[src/rtl/subtrator_pkg.sv]
// Shared definitions for the bit-serial subtractor: FSM encoding, default
// operand width and the bit-counter width helper.
package subtrator_pkg;

   localparam int unsigned DEF_WIDTH = 4;

   typedef enum logic [1:0] {
      S_IDLE  = 2'b00,
      S_SHIFT = 2'b01,
      S_DONE  = 2'b10
   } state_t;

   // Width of a counter that must reach n-1; never narrower than one bit.
   function automatic int unsigned cnt_width(input int unsigned n);
      return (n <= 2) ? 1 : $clog2(n);
   endfunction

endpackage

[src/rtl/subtrator_1bit.sv]
// Combinational 1-bit full subtractor: D = A - B - Bin.
// Ports:
//   A, B  : operand bits
//   Bin   : borrow in
//   D     : difference bit
//   Bout  : borrow out
module subtrator_1bit (
   input  logic A,
   input  logic B,
   input  logic Bin,
   output logic D,
   output logic Bout
);

   assign D    = A ^ B ^ Bin;
   assign Bout = (~A & B) | (~(A ^ B) & Bin);

endmodule

[src/rtl/subtrator_serial.sv]
// Bit-serial N-bit subtractor, D = A - B - Bin, one bit per clock, LSB first.
// A single subtrator_1bit cell is reused every SHIFT cycle.
// Ports:
//   clk, rst     : clock, synchronous active-high reset
//   start        : request, only honoured in IDLE
//   A, B, Bin    : operands, captured on the accepting edge
//   D, Bout, zero: registered result, updated together at completion
//   busy         : high while bits are being processed
//   done         : one-cycle pulse when the result registers update
module subtrator_serial
   import subtrator_pkg::*;
#(
   parameter int unsigned N = DEF_WIDTH
) (
   input  logic         clk,
   input  logic         rst,
   input  logic         start,
   input  logic [N-1:0] A,
   input  logic [N-1:0] B,
   input  logic         Bin,
   output logic [N-1:0] D,
   output logic         Bout,
   output logic         zero,
   output logic         busy,
   output logic         done
);

   localparam int unsigned CW = cnt_width(N);
   localparam logic [CW-1:0] LAST = CW'(N - 1);

   state_t         state_q;
   logic [N-1:0]   a_q;
   logic [N-1:0]   b_q;
   logic [N-1:0]   res_q;
   logic [N-1:0]   res_d;
   logic           br_q;
   logic [CW-1:0]  cnt_q;
   logic [N-1:0]   d_q;
   logic           bout_q;
   logic           zero_q;
   logic           busy_q;
   logic           done_q;
   logic           bit_d;
   logic           bit_bout;

   // Shared subtractor cell works on the current LSBs and the borrow flop.
   subtrator_1bit u_cell (
      .A    (a_q[0]),
      .B    (b_q[0]),
      .Bin  (br_q),
      .D    (bit_d),
      .Bout (bit_bout)
   );

   // New difference bit enters from the MSB side so bit 0 ends up at LSB.
   assign res_d = {bit_d, res_q[N-1:1]};

   // FSM, datapath and output registers.
   always_ff @(posedge clk) begin
      if (rst) begin
         state_q <= S_IDLE;
         a_q     <= '0;
         b_q     <= '0;
         res_q   <= '0;
         br_q    <= 1'b0;
         cnt_q   <= '0;
         d_q     <= '0;
         bout_q  <= 1'b0;
         zero_q  <= 1'b0;
         busy_q  <= 1'b0;
         done_q  <= 1'b0;
      end else begin
         case (state_q)
            S_IDLE: begin
               done_q <= 1'b0;
               if (start) begin
                  a_q     <= A;
                  b_q     <= B;
                  br_q    <= Bin;
                  res_q   <= '0;
                  cnt_q   <= '0;
                  busy_q  <= 1'b1;
                  state_q <= S_SHIFT;
               end
            end
            S_SHIFT: begin
               a_q   <= a_q >> 1;
               b_q   <= b_q >> 1;
               br_q  <= bit_bout;
               res_q <= res_d;
               if (cnt_q == LAST) begin
                  // Last bit: publish the full result with its final borrow.
                  d_q     <= res_d;
                  bout_q  <= bit_bout;
                  zero_q  <= (res_d == '0);
                  busy_q  <= 1'b0;
                  done_q  <= 1'b1;
                  state_q <= S_DONE;
               end else begin
                  cnt_q <= cnt_q + CW'(1);
               end
            end
            S_DONE: begin
               done_q  <= 1'b0;
               state_q <= S_IDLE;
            end
            default: begin
               busy_q  <= 1'b0;
               done_q  <= 1'b0;
               state_q <= S_IDLE;
            end
         endcase
      end
   end

   assign D    = d_q;
   assign Bout = bout_q;
   assign zero = zero_q;
   assign busy = busy_q;
   assign done = done_q;

endmodule

[config.mk]
export PLATFORM = sky130hd
export DESIGN_NAME = subtrator_serial
export DESIGN_NICKNAME = d
export VERILOG_FILES = /design/src/rtl/subtrator_pkg.sv /design/src/rtl/subtrator_1bit.sv /design/src/rtl/subtrator_serial.sv
export SDC_FILE = /design/constraint.sdc
export NUM_CORES = 1
export LEC_CHECK = 0
export BUFFER_PORTS_ARGS = -buffer_cell sky130_fd_sc_hd__buf_4
export CORE_MARGIN = 4
export CORE_UTILIZATION = 53
export DETAILED_ROUTE_END_ITERATION = 10
export GPL_TIMING_DRIVEN = 0
export PLACE_DENSITY = 0.81
export SLEW_MARGIN = 30
export SYNTH_ARGS = -nofsm -noshare
export SYNTH_HDL_FRONTEND = slang
export SYNTH_SLANG_ARGS = --single-unit
[constraint.sdc]
create_clock -name clk -period 2 [get_ports clk]
set_clock_uncertainty 0.1 [all_clocks]
set_input_delay 0.4 -clock clk [delete_from_list [all_inputs] [get_ports clk]]
set_output_delay 0.4 -clock clk [all_outputs]
set_load 0.02 [all_outputs]
==> results of run 1 <==
==> logic make-up (layout without fill, tap and decap cells) <==
kind of cell	after synthesis	after routing	share of synthesized area (%)
simple gates	34	34	16.3
fa+ha+maj	2	2	3.02
compound gates	27	27	20.6
mux	10	10	9.29
flops	24	24	44.6
buf+inv	10	33	6.27
==> registers in the layout, summed over array words and instances, names as in the netlist <==
name	count
D	4
a_q	4
b_q	4
res_q	3
cnt_q	2
state_q	2
Bout	1
br_q	1
busy	1
done	1
zero	1
==> Yosys cell counts, types with 2 or more instances <==
cell	count	area share, %
buf_4	2	1.4
nor2b_1	2	1.2
nor2_2	3	1.7
a22oi_1	4	2.8
buf_6	3	3.1
a31oi_1	2	1.2
dfxtp_1	24	45
nor2_1	14	4.9
o21ai_0	4	1.9
a21oi_1	6	2.8
nand2_1	5	1.7
mux2i_1	10	9.3
nand3_1	4	1.9
inv_1	3	1.0
a211oi_2	6	7.0
clkbuf_1	2	0.70
==> worst reg2reg max path, stage by stage (launching register included) <==
cell and delay [ns]:
dfxtp_1 0.36, inv_1 0.06, fa_1 0.53, nor4_1 0.25, nand3_1 0.11, a21oi_1 0.14
==> power breakdown <==
| group | switching [mW] | internal, mW |
|---|---|---|
| clock network | 0.142 | 0.202 |
| logic | 0.0827 | 0.0747 |
| registers | 0.0148 | 0.501 |
| total | 0.240 | 0.779 |
==> stage by stage <==
step                area [sq um]  util, %  hold WS, ns  power (mW)  std cells
global route                1310     67.3        0.173        1.07        157
CTS                         1310     67.3        0.174        1.03        157
finish                      1310     67.3        0.184        1.02        157
detailed placement          1250     64.6        0.353       0.686        153
floorplan                   1080        -        0.341       0.636        107
global placement            1250     64.6        0.346       0.678        153
==> worst paths after layout <==
| check | startpoint | slack, ns | end | cells after the start |
|---|---|---|---|---|
| min | rst | 0.18 | a_q[2] | 2 |
| max reg2reg | b_q[0] | 0.40 | zero | 5 |
| max | b_q[0] | 0.40 | zero | 5 |
| min reg2reg | zero | 0.36 | zero | 2 |
==> final cells by class <==
class	instances	share of cell area (%)
Multi-Input combinational cell	73	40.5
Timing Repair Buffer	19	10.9
Clock buffer	3	1.72
Tap cell	27	2.59
Buffer	7	4.31
Clock inverter	1	2.30
Sequential cell	24	36.8
Inverter	3	0.862
==> routing by layer <==
layer | part of all wire [%] | routed length, um
met4 | 0 | 0
met2 | 49 | 1030
met1 | 47 | 989
met3 | 3.8 | 80
met5 | 0 | 0
==> flow_summary.toml, run 1 <==
[status]
outcome = "finished, final reports clean"

[yosys]
synth_cell_types = 29
ys.flop_type = "dfxtp_1"
ys_seq_elements = 24
yosysWarnings = 0
synth-async-reset-ratio_pct = 0
synth_edf_count = 0
ys_seq_area_share_pct = 44.6
syn_area_sq_um = 1080
syn_avg_cell_area_sq_um = 10.1
netlist_instances = 107
synth_nets = 121

[detailed_routing]
wire_per_inst_um = 13.4
drtIter0Drc = 9
dr.pass1.iters = 2
ant_nets = 0
routed_wl_um = 2100
drcViolationCount = 0
vias_per_cell = 5.40
vias = 848

[power_and_ir_drop]
p_per_area_nw_per_um2 = 780
leakage_nw = 0.546
ir_drop_mv = 0.606

[setup_path]
path_cells = "inv_1, fa_1, nor4_1, nand3_1, a21oi_1"
worstPathRequired_ns = 2.15
max_stage_delay_ns = 0.53
cp_top_family = "adder cells"
path_class = "reg -> reg"
path_buf_inv = 1
start_kind = "flip-flop"
arrival_ns = 1.75
slowest_stage = "fa_1"
worstPathMaxFanout = 3
worstSetupEndpointType = "flip-flop"

[cts]
cts.reportedPaths.clkPinSlew_ns = 0.13
clk-insertion-delay-late_ns = 0.31
numClockSinks = 24
cts_setup_buffers = 0
ctsResizeCount = 0
cts_hold_buf = 0
root_buffer = "clkbuf_4"
numCtsBuffers = 3
cts_buffer_depth = 2
h-tree-depth = 1
cts_tree = "done"

[cells_and_area]
multi_input_area_sq_um = 529
n_fill_cell = 178
syn_to_final_growth_pct = 21.3
drive_above_1_share_pct = 32.3
final_cell_mix = "24 x dfxtp_1, 21 x buf_4, 14 x nor2_1, 10 x mux2i_1"
final_common_cell = "dfxtp_1"
n_antenna_cell = 0
nNetsFinal = 145
regArea_sq_um = 480

[timing]
max_freq_ghz = 0.625
setup_ws_ns = 0.401
post-route-min-period_ns = 1.60
grt_setup_unrepaired = "no"
fin_setup_tns_ns = 0
worst_slew_pin_slew_ns = 0.566
setup-violations-final = 0
final-hold-violation-count = 0
timing.final.crit_share_pct = 80.0
slew_viol_final = 0
relSlewSlack_pct = 62.3

[global_routing]
use_met2_pct = 27.1
antenna_found_initial = 0
grt_pass1_vias = 795
grt_overflow = 0
grt_max_degree = 15
top_usage_layer = "met2"
grt_pass1_wl_um = 3480
grt_util_met1_pct = 22.0
grt.met3_usage_pct = 3.38
grt_usage_pct = 16.5

[place]
dp_hpwl_um = 1570
globalplace.congestion = 0.801
numPortBuffers = 19
dp_slack_ns = 0.422

[min_path]
hp-class = "in -> reg"

[floorplanning]
fp.coreArea_sq_um = 1940
rows = 16
die-area_sq_um = 2820
die_h_um = 53.1
ios = 20
start_util_pct = 55.5
die_w_um = 53.1

[run]
maxCapViolations = 0
Power figures use the tool's default switching activity.
==> run 2: changes to the inputs <==
CORE_UTILIZATION = 48   (was 53)
PLACE_DENSITY = 0.77   (was 0.81)
clock period = 1.3 ns   (was 2 ns; I/O delays follow)
==> flow_summary.toml, run 2 (synthesis gave the netlist of run 1 again) <==
[setup_path]
worstRegToRegCells = 5
worstPathRequired_ns = 1.45
worstSetupEndpointType = "flip-flop"
worstPathMaxFanout = 3
arrival_ns = 1.62
start_kind = "flip-flop"
path_class = "reg -> reg"

[timing]
timing.final.crit_share_pct = 113
post-route-min-period_ns = 1.47
max_freq_ghz = 0.680
final-hold-violation-count = 0
relSlewSlack_pct = 62.9
slew_viol_final = 0
setup_ws_ns = -0.170
worst_slew_pin_slew_ns = 0.557
setup-violations-final = 3
grt_setup_unrepaired = "yes"

[global_routing]
grt_pass1_vias = 819
grt_pass1_wl_um = 3490
antenna_found_initial = 0
grt_usage_pct = 13.9
grt_max_degree = 14
grt_overflow = 0

[detailed_routing]
ant_nets = 0
top_layer = "met4"
drt-met1-wl_um = 950
vias = 863
drtIter0Drc = 29
wl_met2_um = 1030
met3RoutedLength_um = 149
vias_per_cell = 5.23
drcViolationCount = 0
wire_per_inst_um = 13.3
routed_wl_um = 2190
dr.pass1.iters = 4

[cells_and_area]
n_antenna_cell = 0
final_cell_mix = "26 x buf_4, 20 x dfxtp_1, 14 x nor2_1, 10 x mux2i_1"
design_area_sq_um = 1400
drive_above_1_share_pct = 43.5
nNetsFinal = 153
n_fill_cell = 166
utilization_pct = 68.7
syn_to_final_growth_pct = 30.2
final_common_cell = "buf_4"

[cts]
h-tree-depth = 1
numClockSinks = 24
cts_tree = "done"
cts_buffer_depth = 2
root_buffer = "clkbuf_4"
clk-insertion-delay-late_ns = 0.31
numCtsBuffers = 3
cts.reportedPaths.clkPinSlew_ns = 0.12
cts_hold_buf = 0

[min_path]
holdPathStages = 2
hp-class = "in -> reg"

[floorplanning]
ios = 20
die_h_um = 55.4
rows = 16
die-area_sq_um = 3070
start_util_pct = 52.8
die_w_um = 55.4
fp.coreArea_sq_um = 2040

[place]
globalplace.congestion = 0.762
dp_slack_ns = -0.183
numPortBuffers = 19
placed_cell_area_sq_um = 1250
dp_hpwl_um = 1480

[status]
violations = "negative setup slack"
outcome = "complete, but fails checks"

[power_and_ir_drop]
leakage_nw = 0.616
p_per_area_nw_per_um2 = 1050
ir_drop_mv = 0.724
p_total_mw = 1.47

[run]
maxCapViolations = 0
## run 2: repair_timing
action | in CTS | in global routing
hold endpoints to repair | 0 | 0
buffers inserted | 1 | 6
setup endpoints to repair | 9 | 17
resized for setup | 5 | 8
gates cloned | 0 | 1
pin swaps | 2 | 3
## run 2: path summary, 6_finish.rpt
check | start | endpoint | slack [ns]
setup / recovery | br_q | zero | -0.17
hold / removal | rst | b_q[0] | 0.04
setup reg to reg | br_q | zero | -0.17
hold reg to reg | br_q | br_q | 0.38
## run 2: per-stage QoR
stage | hold WS, ns | std cells | setup TNS [ns]
finish | 0.0384 | 165 | -0.331
global route | 0.0225 | 165 | -0.567
CTS | 0.0294 | 158 | -0.356
detailed placement | 0.357 | 153 | -0.549
global placement | 0.354 | 153 | -0.331
floorplan | 0.225 | 107 | -0.0695
## run 2: final cells by class
class                   count  area [sq um]  share of cell area (%)
plain buffers               7          67.6                    4.82
well taps                  27          33.8                    2.41
repair buffers             27           200                    14.3
inverters                   3          11.3                   0.803
multi-input cells          73           568                    40.5
clock buffers               4          36.3                    2.59
flip-flops and latches     24           485                    34.6
## run 2: worst max-delay path, cell delays in order (launching register included)
cell,delay (ns)
dfxtp_2,0.35
inv_2,0.04
fa_2,0.50
nor4_2,0.18
nand3_1,0.10
a21oi_1,0.14
## run 2: power by group
group	leakage, nW	switching, mW	internal [mW]
Clock	0.0210	0.217	0.171
Combinational	0.397	0.137	0.151
Sequential	0.198	0.0254	0.773
## run 2: layer usage
layer	GRT usage [%]	vias up
met3	3.03	6
met5	0	-
li1	-	443
met1	17.0	387
met2	22.6	27
met4	7.29	0
